### src/rtl/ascii_num_tx.sv
// Purpose: converts a binary value to decimal ASCII (double dabble) and feeds it bytewise to a UART transmitter.
// Latency: first tx_en VALUE_BITS+2 cycles after start is sampled, then one byte every 3 cycles; done 2 cycles after the last tx_en.
// Backpressure: SEND waits while tx_busy=1; tx_en is gated by !tx_busy so it never fires while the transmitter is busy.
// Optional feature: define ASCII_NUM_TX_CRLF_EN to append CR (0x0D) and LF (0x0A) after the last digit.
module ascii_num_tx #(
    parameter int VALUE_BITS = 16,
    parameter int DIGITS     = 5
) (
    input  logic                  clk,
    input  logic                  resetn,
    input  logic                  start,
    input  logic [VALUE_BITS-1:0] value,
    output logic                  busy,
    output logic                  done,
    output logic [7:0]            tx_data,
    output logic                  tx_en,
    input  logic                  tx_busy
);

    localparam int BW = 4 * DIGITS;
    localparam int CW = $clog2(VALUE_BITS + 1);
    localparam int IW = (DIGITS > 1) ? $clog2(DIGITS) : 1;

    typedef enum logic [2:0] {
        IDLE,
        CONV,
        LOAD,
        SEND,
        HOLD,
        FIN
    } state_t;

    state_t                state;
    logic [VALUE_BITS-1:0] sreg;      // latched value, shifted out MSB first during CONV
    logic [BW-1:0]         bcd;       // BCD accumulator, digit 0 in the low nibble
    logic [BW-1:0]         bcd_adj;   // bcd with +3 applied to every nibble >= 5
    logic [CW-1:0]         bit_cnt;
    logic [IW-1:0]         dig_idx;   // next digit to send after the first one
    logic [IW-1:0]         msd_idx;   // index of the most significant non-zero digit
    logic [IW-1:0]         cur_idx;
    logic [3:0]            cur_dig;
    logic                  first;     // next LOAD is the first digit of this report
    logic                  more;      // another byte follows the one being sent

`ifdef ASCII_NUM_TX_CRLF_EN
    typedef enum logic [1:0] {
        PH_DIG,
        PH_CR,
        PH_LF
    } phase_t;

    phase_t phase;
`endif

    // Add-3 correction of every BCD nibble ahead of the next shift
    always_comb begin
        bcd_adj = bcd;
        for (int i = 0; i < DIGITS; i++) begin
            if (bcd[4*i +: 4] >= 4'd5) begin
                bcd_adj[4*i +: 4] = bcd[4*i +: 4] + 4'd3;
            end
        end
    end

    // Locate the leading non-zero digit; an all-zero value yields digit 0 so "0" is still sent
    always_comb begin
        msd_idx = '0;
        for (int i = 0; i < DIGITS; i++) begin
            if (bcd[4*i +: 4] != 4'd0) begin
                msd_idx = IW'(i);
            end
        end
    end

    // Digit selected by the current LOAD: leading digit first, then walk downwards
    always_comb begin
        cur_idx = first ? msd_idx : dig_idx;
        cur_dig = bcd[{cur_idx, 2'b00} +: 4];
    end

    // Strobe only in a SEND cycle where the transmitter is free, so it can never overlap tx_busy
    assign tx_en = (state == SEND) && !tx_busy;

    // Report sequencer: latch, convert, then LOAD/SEND/HOLD per byte, FIN pulses done
    always_ff @(posedge clk or negedge resetn) begin
        if (!resetn) begin
            state   <= IDLE;
            sreg    <= '0;
            bcd     <= '0;
            bit_cnt <= '0;
            dig_idx <= '0;
            first   <= 1'b0;
            more    <= 1'b0;
            busy    <= 1'b0;
            done    <= 1'b0;
            tx_data <= 8'h00;
`ifdef ASCII_NUM_TX_CRLF_EN
            phase   <= PH_DIG;
`endif
        end else begin
            case (state)
                IDLE: begin
                    if (start) begin
                        sreg    <= value;
                        bcd     <= '0;
                        bit_cnt <= '0;
                        busy    <= 1'b1;
                        state   <= CONV;
`ifdef ASCII_NUM_TX_CRLF_EN
                        phase   <= PH_DIG;
`endif
                    end
                end

                CONV: begin
                    // One double-dabble step: correct, then shift the next value bit into the BCD LSB
                    {bcd, sreg} <= {bcd_adj, sreg} << 1;
                    bit_cnt     <= bit_cnt + 1'b1;
                    if (bit_cnt == CW'(VALUE_BITS - 1)) begin
                        first <= 1'b1;
                        state <= LOAD;
                    end
                end

                LOAD: begin
                    state <= SEND;
`ifdef ASCII_NUM_TX_CRLF_EN
                    if (phase == PH_CR) begin
                        tx_data <= 8'h0D;
                        phase   <= PH_LF;
                        more    <= 1'b1;
                    end else if (phase == PH_LF) begin
                        tx_data <= 8'h0A;
                        more    <= 1'b0;
                    end else begin
                        tx_data <= 8'h30 + {4'h0, cur_dig};
                        first   <= 1'b0;
                        dig_idx <= cur_idx - 1'b1;
                        more    <= 1'b1;
                        if (cur_idx == '0) begin
                            phase <= PH_CR;
                        end
                    end
`else
                    tx_data <= 8'h30 + {4'h0, cur_dig};
                    first   <= 1'b0;
                    dig_idx <= cur_idx - 1'b1;
                    more    <= (cur_idx != '0);
`endif
                end

                SEND: begin
                    if (!tx_busy) begin
                        state <= HOLD;
                    end
                end

                HOLD: begin
                    // Gives the transmitter one cycle to raise tx_busy before the next SEND
                    if (more) begin
                        state <= LOAD;
                    end else begin
                        done  <= 1'b1;
                        state <= FIN;
                    end
                end

                FIN: begin
                    done  <= 1'b0;
                    busy  <= 1'b0;
                    state <= IDLE;
                end

                default: begin
                    done  <= 1'b0;
                    busy  <= 1'b0;
                    state <= IDLE;
                end
            endcase
        end
    end

endmodule

### config.mk
export PLATFORM = sky130hd
export DESIGN_NAME = ascii_num_tx
export DESIGN_NICKNAME = d
export VERILOG_FILES = /design/src/rtl/ascii_num_tx.sv
export SDC_FILE = /design/constraint.sdc
export NUM_CORES = 1
export LEC_CHECK = 0
export CAP_MARGIN = 20
export CORE_AREA = 2 2 73 82
export CTS_CLUSTER_DIAMETER = 50
export DETAILED_ROUTE_END_ITERATION = 10
export DIE_AREA = 0 0 75 84
export PLACE_DENSITY = 0.86
export SKIP_LAST_GASP = 1
export SLEW_MARGIN = 30
export SYNTH_ARGS = -nofsm -noshare
export SYNTH_HDL_FRONTEND = slang
export SYNTH_SLANG_ARGS = --single-unit
### constraint.sdc
create_clock -name clk -period 2.4 [get_ports clk]
set_input_delay 0.6 -clock clk [delete_from_list [all_inputs] [get_ports clk]]
set_output_delay 0.6 -clock clk [all_outputs]
set_load 0.1 [all_outputs]
## Word level (Yosys, flattened, before mapping)

Index checks and enable logic that the tools add are counted.
Widths: inputs -> output; s select.

| word-level totals | value |
|---|---|
| bits of input ports | 20 |
| word-level logic and storage cells | 79 |
| register bits after elaboration | 59 |
| output and inout bits | 11 |

| operators by class | value |
|---|---|
| muxes and demuxes | 27 |
| bitwise operators | 2 |
| magnitude comparators | 5 |
| add/subtract/negate cells | 8 |
| shifts and indexed selects | 1 |
| reduce and logical (&&, ||, !) cells | 17 |
| eq/ne operators | 9 |

Operators by type and width:

| kind | count |
|---|---|
| $pmux 20 s2 | 1 |
| $pmux 16 s2 | 1 |
| $mux 3 | 9 |
| $ge 4x3->1 const B | 5 |
| $mux 20 | 1 |
| $shiftx 20x6->4 | 1 |
| $add 4x2->4 const B | 4 |
| $mux 16 | 1 |
| $mux 4 | 4 |
| $reduce_bool 4->1 | 4 |
| $pmux 3 s5 | 1 |
| $pmux 5 s2 | 1 |
| $ne 2x2->1 const B | 4 |
| $reduce_and 2->1 | 4 |
| $reduce_or 4->1 | 2 |
| $add 6x4->7 const A | 1 |
| $eq 3x2->1 const B | 2 |
| $pmux 1 s2 | 3 |
| $add 5x1->5 const B | 1 |
| $eq 5x4->1 const B | 1 |
| $mux 5 | 1 |
| $mux 1 | 4 |
| $reduce_bool 2->1 | 2 |
| $add 3x2->3 const B | 1 |
| 9 further kinds | 10 |

## Depth between registers and ports, before layout

Gate-level depths: netlist of the first run.

| depth | value |
|---|---|
| word-level depth | 8 |
| depth in mapped cells | 9 |
| mapped depth without buffers | 9 |

## Worst setup path after synthesis of the first run

Ideal clock, no wire load.

| timing path | value |
|---|---|
| path kind | reg2out |
| start | register state[2] |
| end | output tx_en |
| arrival time | 2.033 ns |
| buffers on the path | 1 |
| data required time | 1.800 ns |
| cell stages (with the launch flop) | 5 |
| path slack | -0.233 ns |
| cells stage by stage | dfrtp_1 buf_2 nor2b_1 nand2_1 nor2_1 |

| on the way | value |
|---|---|
| word-level cells in the longest chain between the ends | 2 |

Ends and longest elaborated chain:

| item | RTL line | source |
|---|---|---|
| start: declaration | 33 | `state_t state;` |
| start signal: assignment | 87 | `state <= IDLE;` |
| start signal: assignment | 108 | `state <= CONV;` |
| start signal: assignment | 121 | `state <= LOAD;` |
| $eq 3x2->1 | 82 | `assign tx_en = (state == SEND) && !tx_busy;` |
| $logic_and 1x1->1 | 82 |  |
| end: declaration | 16 | `output logic tx_en,` |

Every way passes these cells.

## Worst setup path after layout of the first run

Same ends and word-level chain as after synthesis.

==> results_dict.tcl, run 1 <==
set metrics [dict create \
    die_h_um 84 \
    setup_repair_after_global_routing_missed_its_margin "false" \
    synthTopCellsByArea "sky130_fd_sc_hd__dfrtp_1 47%, sky130_fd_sc_hd__ha_1 6.7%, sky130_fd_sc_hd__nor2_1 6.3%, sky130_fd_sc_hd__o22ai_1 4.6%, sky130_fd_sc_hd__a21oi_1 3.4%" \
    p_leak_nw 1.47 \
    fraction_of_final_layout_cells_sized_beyond_drive_strength_1_pct 9.68 \
    synth-seq-cells 56 \
    grt_first_pass_wirelength_mm 10.6 \
    dieArea_sq_mm 0.00630 \
    synth_sequential_area_ratio_pct 47.2 \
    critPathSlowestCell "sky130_fd_sc_hd__dfrtp_1" \
    place_hpwl_mm 4.23 \
    cts_clock_pin_slew_for_the_worst_setup_and_hold_paths_ps 100 \
    synth_enable_flop_cells 0 \
    clock-root-buffer "sky130_fd_sc_hd__clkbuf_8" \
    worstPathArrival_ps 1530 \
    ir_drop_mv 0.788 \
    cts_made_buffers 5 \
    cts.hold.buffers_added 0 \
    num_antenna_cells 0 \
    tritoncts "yes" \
    area_growth_pct 15.5 \
    cells_traversed_along_the_worst_timing_path "nor2b_1 -> nand2_1 -> nor2_2 -> buf_12" \
    setup-violations-final 0 \
    max_freq_mhz 469 \
    route.detailed.drc 0 \
    crit_path_start "state[2]$_DFFE_PN0P_" \
    grt_overflow_total 0 \
    r2r_end "tx_data[3]$_DFFE_PN0P_" \
    min_path_type "in2async" \
    viasPerCell 5.62 \
    place.port_buffers 28 \
    route.final.wire_length_mm 6.10 \
    initial_utilization_pct 53.5 \
    seqCellArea_sq_mm 0.00140 \
    initial_antenna_violation_count 0 \
    max_stage_delay_ps 480 \
    yosys-top-cells-count "56 x sky130_fd_sc_hd__dfrtp_1, 50 x sky130_fd_sc_hd__nor2_1, 22 x sky130_fd_sc_hd__nand2_1, 22 x sky130_fd_sc_hd__o22ai_1, 20 x sky130_fd_sc_hd__a21oi_1" \
    drt_first_iter_violations 197 \
    r2r_slack_ps 300 \
    synthesis.area_sq_mm 0.00297 \
    finalHoldViolations 0 \
    final_max_slew_viol_count 0 \
    yosys_warnings 0 \
    period_needed_ps 2130 \
    post-synth-top-area-cell "sky130_fd_sc_hd__dfrtp_1" \
    placedCellCount 410 \
    cts_resized 0 \
    tritoncts_num_sinks 56 \
    grt_max_degree 57 \
    post_layout_nonfiller_instances 418 \
    synth_most_common_cell "sky130_fd_sc_hd__dfrtp_1" \
    clock_insertion_delay_worst_skew_ps 320 \
    outcome "complete, no violations" \
    count_of_antenna_violating_nets_left_after_detailed_routing 0 \
    die_w_um 75 \
    num_vias 2349 \
    setup.worst_path.end_class "output port" \
    asyncSetResetFlopFracSynth_pct 100 \
    holdWs_ps 377 \
    fillers 463 \
    ioPinCount 31 \
    period_share_pct 88.8 \
    slew_headroom_pct 53.5 \
    cell_pwr_density_mw_per_mm2 1580 \
    final_net_count 376 \
    first_global_vias 2309 \
    dominantRegCellSynth "sky130_fd_sc_hd__dfrtp_1" \
    rows 29 \
    ctsHtreeMaxLevel 2 \
    timing_worst_slew_pin_value_ps 698 \
    syn_avg_cell_area_sq_um 9.52 \
    synthCells 312 \
    coreArea_sq_mm 0.00555 \
    setup-tns-final_ps 0 \
    detailed_routing_iteration_count_for_the_pre_antenna_repair_pass 4 \
    gpl.final_weighted_congestion 0.914 \
    post_synth_num_cell_types 47 \
    worst_setup_path_category "reg2out" \
    total_power_mw 5.43 \
    avgRoutedWirePerCell_um 14.6 \
    final.setup_skew_ps 9.52 \
    multiInputGateArea_sq_mm 0.00145 \
    critical_path.reg2reg.startpoint "bcd[8]$_DFFE_PN0P_" \
    startpoint_type "flip-flop" \
    synth_top_area_share_pct 47.2 \
    worst-path-max-fanout 8 \
    post_cts_setup_buffer_count 0 \
    timing.reg2reg.worst_path_depth 8 \
    maxCapViolations 0 \
    crit_required_ps 1800 \
    all_layer_global_routing_usage_pct 21.6 \
    clock_tree.buffer_depth 2 \
]
[routing by layer]
layer,GRT usage (%),vias to the layer above,share of wire [%],routed length [um]
met5,0,-,0,0
met4,8.12,0,2.3,140
met3,4.95,18,3.7,224
met2,35.2,48,51,3090
met1,27.6,1124,43,2640
li1,-,1159,-,-
[stage by stage]
step,setup slack (ps),utilization (%),instance area [sq um]
after floorplan,221,-,2980
after global placement,393,59.8,3320
after detailed placement,369,59.8,3320
after CTS,268,61.8,3430
after global routing,157,61.8,3430
final,268,61.8,3430
[layout by cell type (no fill, tap or decap), types with 3 or more instances in the layout]
cell type	instances
sky130_fd_sc_hd__a32o_1	6
sky130_fd_sc_hd__o21ai_1	14
sky130_fd_sc_hd__ha_1	16
sky130_fd_sc_hd__nand2b_1	9
sky130_fd_sc_hd__nand2_1	22
sky130_fd_sc_hd__xor2_1	3
sky130_fd_sc_hd__inv_1	13
sky130_fd_sc_hd__a21oi_1	20
sky130_fd_sc_hd__nor2_1	49
sky130_fd_sc_hd__o32ai_1	3
sky130_fd_sc_hd__clkbuf_8	5
sky130_fd_sc_hd__mux2i_1	5
sky130_fd_sc_hd__o31ai_1	6
sky130_fd_sc_hd__a31oi_1	3
sky130_fd_sc_hd__clkdlybuf4s50_1	18
sky130_fd_sc_hd__buf_4	15
sky130_fd_sc_hd__o21ai_0	7
sky130_fd_sc_hd__o22a_1	4
sky130_fd_sc_hd__xnor2_1	6
sky130_fd_sc_hd__nor2b_1	3
sky130_fd_sc_hd__o22ai_1	22
sky130_fd_sc_hd__dfrtp_1	56
[how the worst max path moves through the flow]
stage                     cells past startpoint                      to  slack (ps)
after floorplan                               4                   tx_en         220
after global routing                          8  tx_data[3]$_DFFE_PN0P_         160
final                                         4                   tx_en         270
after CTS                                     4                   tx_en         270
after detailed placement                      5     bcd[19]$_DFFE_PN0P_         370
after global placement                        5     bcd[11]$_DFFE_PN0P_         390
[sequential cells by signal, indices dropped and copies added (netlist names)]
| register | flops |
|---|---|
| more | 1 |
| state | 3 |
| sreg | 16 |
| first | 1 |
| bit_cnt | 5 |
| bcd | 20 |
| done | 1 |
| tx_data | 5 |
| dig_idx | 3 |
| busy | 1 |
[kinds of logic (layout without fill, tap and decap cells)]
group | count (synthesis) | count (layout) | synth area share [%]
buf+inv | 29 | 57 | 4.17
simple gates | 97 | 97 | 14.9
xor+xnor | 9 | 9 | 2.65
other cells | 1 | 2 | 0.126
flops | 56 | 56 | 47.2
fa+ha+maj | 16 | 16 | 6.74
mux | 6 | 6 | 2.19
compound gates | 98 | 98 | 22.1
[worst max-delay path: cells and delay by family, from the launching register on]
family,cells,cell delay (ps)
buffers and inverters,1,190
DFF,1,480
and+or+nand+nor,3,540
[where the power goes]
group          total, mW  internal [mW]  switching, mW
clock              0.638          0.316          0.322
combinational       3.08           1.13           1.95
sequential          1.72           1.35          0.374
[final cells by class]
cell class	count	share of cell area [%]
Multi-Input combinational cell	228	42.3
Sequential cell	56	40.8
Inverter	14	1.53
Clock buffer	6	2.11
Tap cell	77	2.81
Clock inverter	2	1.13
Timing Repair Buffer	35	9.26
No activity file was read; power rests on OpenSTA's default activity.
==> inputs of run 2 (changes only) <==
Settings changed: HOLD_SLACK_MARGIN set to 0.02.
==> results of run 2 <==
Final layout, timing and power as in run 1 (identical DEF).
==> inputs of run 3 (changes only) <==
Settings changed: ABC_AREA set to 1, CORE_AREA 2 2 73 82 to 2 2 74 83, DIE_AREA 0 0 75 84 to 0 0 76 85, PLACE_DENSITY 0.86 to 0.87.
==> results_dict.tcl, run 3 <==
set metrics [dict create \
    place_hpwl_mm 4.56 \
    post_layout_nonfiller_instances 494 \
    first_global_vias 2732 \
    cts_clock_pin_slew_for_the_worst_setup_and_hold_paths_ps 90 \
    cts_resized 0 \
    setup.worst_path.end_class "output port" \
    pwr-share-clk_pct 9.3 \
    largest_reg_flops 20 \
    cts.hold.buffers_added 0 \
    power.share.switching_pct 51.5 \
    initial_utilization_pct 55.7 \
    coreArea_sq_mm 0.00562 \
    synthesis.area_sq_mm 0.00313 \
    rows 29 \
    setup-tns-final_ps 0 \
    tritoncts_num_sinks 56 \
    largestRegisters "bcd: 20 flops, sreg: 16 flops" \
    asyncSetResetFlopFracSynth_pct 100 \
    fraction_of_final_layout_cells_sized_beyond_drive_strength_1_pct 8.63 \
    post-synth-top-area-cell "sky130_fd_sc_hd__dfrtp_1" \
    crit_required_ps 1800 \
    detailed_routing_iteration_count_for_the_pre_antenna_repair_pass 5 \
    synth_enable_flop_cells 0 \
    p_leak_nw 1.63 \
    ir_drop_mv 0.864 \
    grt_max_degree 57 \
    all_layer_global_routing_usage_pct 22.0 \
    drt_first_iter_violations 139 \
    route.detailed.drc 0 \
    timing.reg2reg.worst_path_depth 10 \
    r2r_slack_ps 420 \
    synth_most_common_cell "sky130_fd_sc_hd__nor2_1" \
    post_cts_setup_buffer_count 0 \
    cell_pwr_density_mw_per_mm2 1490 \
    route.final.wire_length_mm 6.37 \
    grt_overflow_total 0 \
    count_of_antenna_violating_nets_left_after_detailed_routing 0 \
    most_common_cell_after_layout_fill_and_taps_aside "sky130_fd_sc_hd__nor2_1" \
    ctsHtreeMaxLevel 2 \
    min_path_type "in2async" \
    worstPathArrival_ps 1590 \
    worst_setup_path_category "in2out" \
    period_share_pct 91.1 \
    ioPinCount 31 \
    synth_sequential_area_ratio_pct 44.7 \
    largest_register "bcd" \
    design_internal_power_mw 2.57 \
    finalHoldViolations 0 \
    seq_power_share_pct 31.5 \
    placedCellCount 487 \
    post_synth_num_cell_types 31 \
    die_h_um 85 \
    final.setup_skew_ps 9.16 \
    tritoncts "yes" \
    detailedPlace.worstSlack_ps 205 \
    clock-root-buffer "sky130_fd_sc_hd__clkbuf_8" \
    setup-violations-final 0 \
    initial_antenna_violation_count 0 \
    yosys_warnings 0 \
    r2r_end "tx_data[2]$_DFFE_PN0P_" \
    dieArea_sq_mm 0.00646 \
    synthTopCellsByArea "sky130_fd_sc_hd__dfrtp_1 45%, sky130_fd_sc_hd__nor2_1 7.2%, sky130_fd_sc_hd__ha_1 6.4%, sky130_fd_sc_hd__o21ai_0 6.4%, sky130_fd_sc_hd__inv_1 6.0%" \
    area_growth_pct 13.7 \
    max_freq_mhz 457 \
    mostFrequentLayoutCells "60 x sky130_fd_sc_hd__nor2_1, 56 x sky130_fd_sc_hd__dfrtp_1, 50 x sky130_fd_sc_hd__inv_1" \
    fillers 476 \
    startpoint_type "input port" \
    dominantRegCellSynth "sky130_fd_sc_hd__dfrtp_1" \
    num_vias 2702 \
    critical_path.reg2reg.startpoint "bcd[8]$_DFFE_PN0P_" \
    syn_avg_cell_area_sq_um 7.99 \
    gpl.final_weighted_congestion 0.873 \
    grt_first_pass_wirelength_mm 11.8 \
    place.port_buffers 28 \
    final_max_slew_viol_count 0 \
    viasPerCell 5.47 \
    die_w_um 76 \
    share_comb_of_total_power_pct 59.3 \
    cts_made_buffers 5 \
    avgRoutedWirePerCell_um 12.9 \
    clock_tree.buffer_depth 2 \
    synthCells 392 \
    outcome "complete, no violations" \
    crit_path_start "tx_busy" \
    period_needed_ps 2190 \
    clock_insertion_delay_worst_skew_ps 310 \
    final_net_count 453 \
    synth-seq-cells 56 \
    setup_repair_after_global_routing_missed_its_margin "false" \
    yosys-top-cells-count "60 x sky130_fd_sc_hd__nor2_1, 56 x sky130_fd_sc_hd__dfrtp_1, 50 x sky130_fd_sc_hd__inv_1" \
    maxCapViolations 0 \
    worst-path-max-fanout 2 \
    synth_top_area_share_pct 44.7 \
    postLayoutSetupSlackWorst_ps 213 \
    net-switching-power_mw 2.74 \
    num_antenna_cells 0 \
]
-- run 3: power by group through the flow --
stage               Clock [mW]  Combinational (mW)  Sequential [mW]
CTS                      0.507                3.15             1.67
floorplan                    0                2.14             1.96
global route             0.547                3.58             1.72
detailed placement           0                3.13             1.68
global placement             0                3.01             1.66
finish                   0.492                3.15             1.67
-- run 3: worst max path at each step --
stage	cells past startpoint	slack (ps)	to
2_1_floorplan	1	130	tx_en
3_3_place_gp	3	210	tx_en
3_5_place_dp	3	200	tx_en
4_1_cts	3	210	tx_en
5_1_grt	10	110	tx_data[2]$_DFFE_PN0P_
6_report	3	210	tx_en
-- run 3: layout make-up --
type                       count  area, sq um  area share (%)
timing repair buffer          33          315            8.86
clock inverter                 2         12.5           0.351
inverter                      51          191            5.38
multi-input combinational    270         1470            41.4
sequential                    56         1400            39.4
tap                           77         96.3            2.71
clock buffer                   5         68.8            1.93
-- run 3: per-stage QoR --
step	cell area, sq um	power [mW]	hold WS [ps]	util [%]
floorplan	3150	4.10	304	-
global placement	3480	4.67	465	61.8
detailed placement	3480	4.82	488	61.8
CTS	3560	5.33	289	63.3
global route	3560	5.85	295	63.3
finish	3560	5.31	282	63.3
-- run 3: metal layers --
metal	up-vias	track usage (%)	part of all wire (%)
li1	1343	-	-
met3	12	3.30	3.7
met2	67	39.9	51
met5	-	0	0
met1	1280	27.5	44
met4	0	6.28	1.3
-- run 3: cell families (layout without fill, tap and decap cells) --
| group | count (synthesis) | in the layout | synth area share, % |
|---|---|---|---|
| fa+ha+maj | 16 | 16 | 6.39 |
| simple gates | 172 | 172 | 24.5 |
| flops | 56 | 56 | 44.7 |
| other cells | 1 | 2 | 0.120 |
| compound gates | 75 | 75 | 14.1 |
| xor+xnor | 5 | 5 | 1.40 |
| buf+inv | 67 | 91 | 8.79 |
-- run 3: worst max-delay path, stage by stage --
cell and delay [ps]:
sky130_fd_sc_hd__clkdlybuf4s50_1 450, sky130_fd_sc_hd__nor4_4 320, sky130_fd_sc_hd__buf_12 210
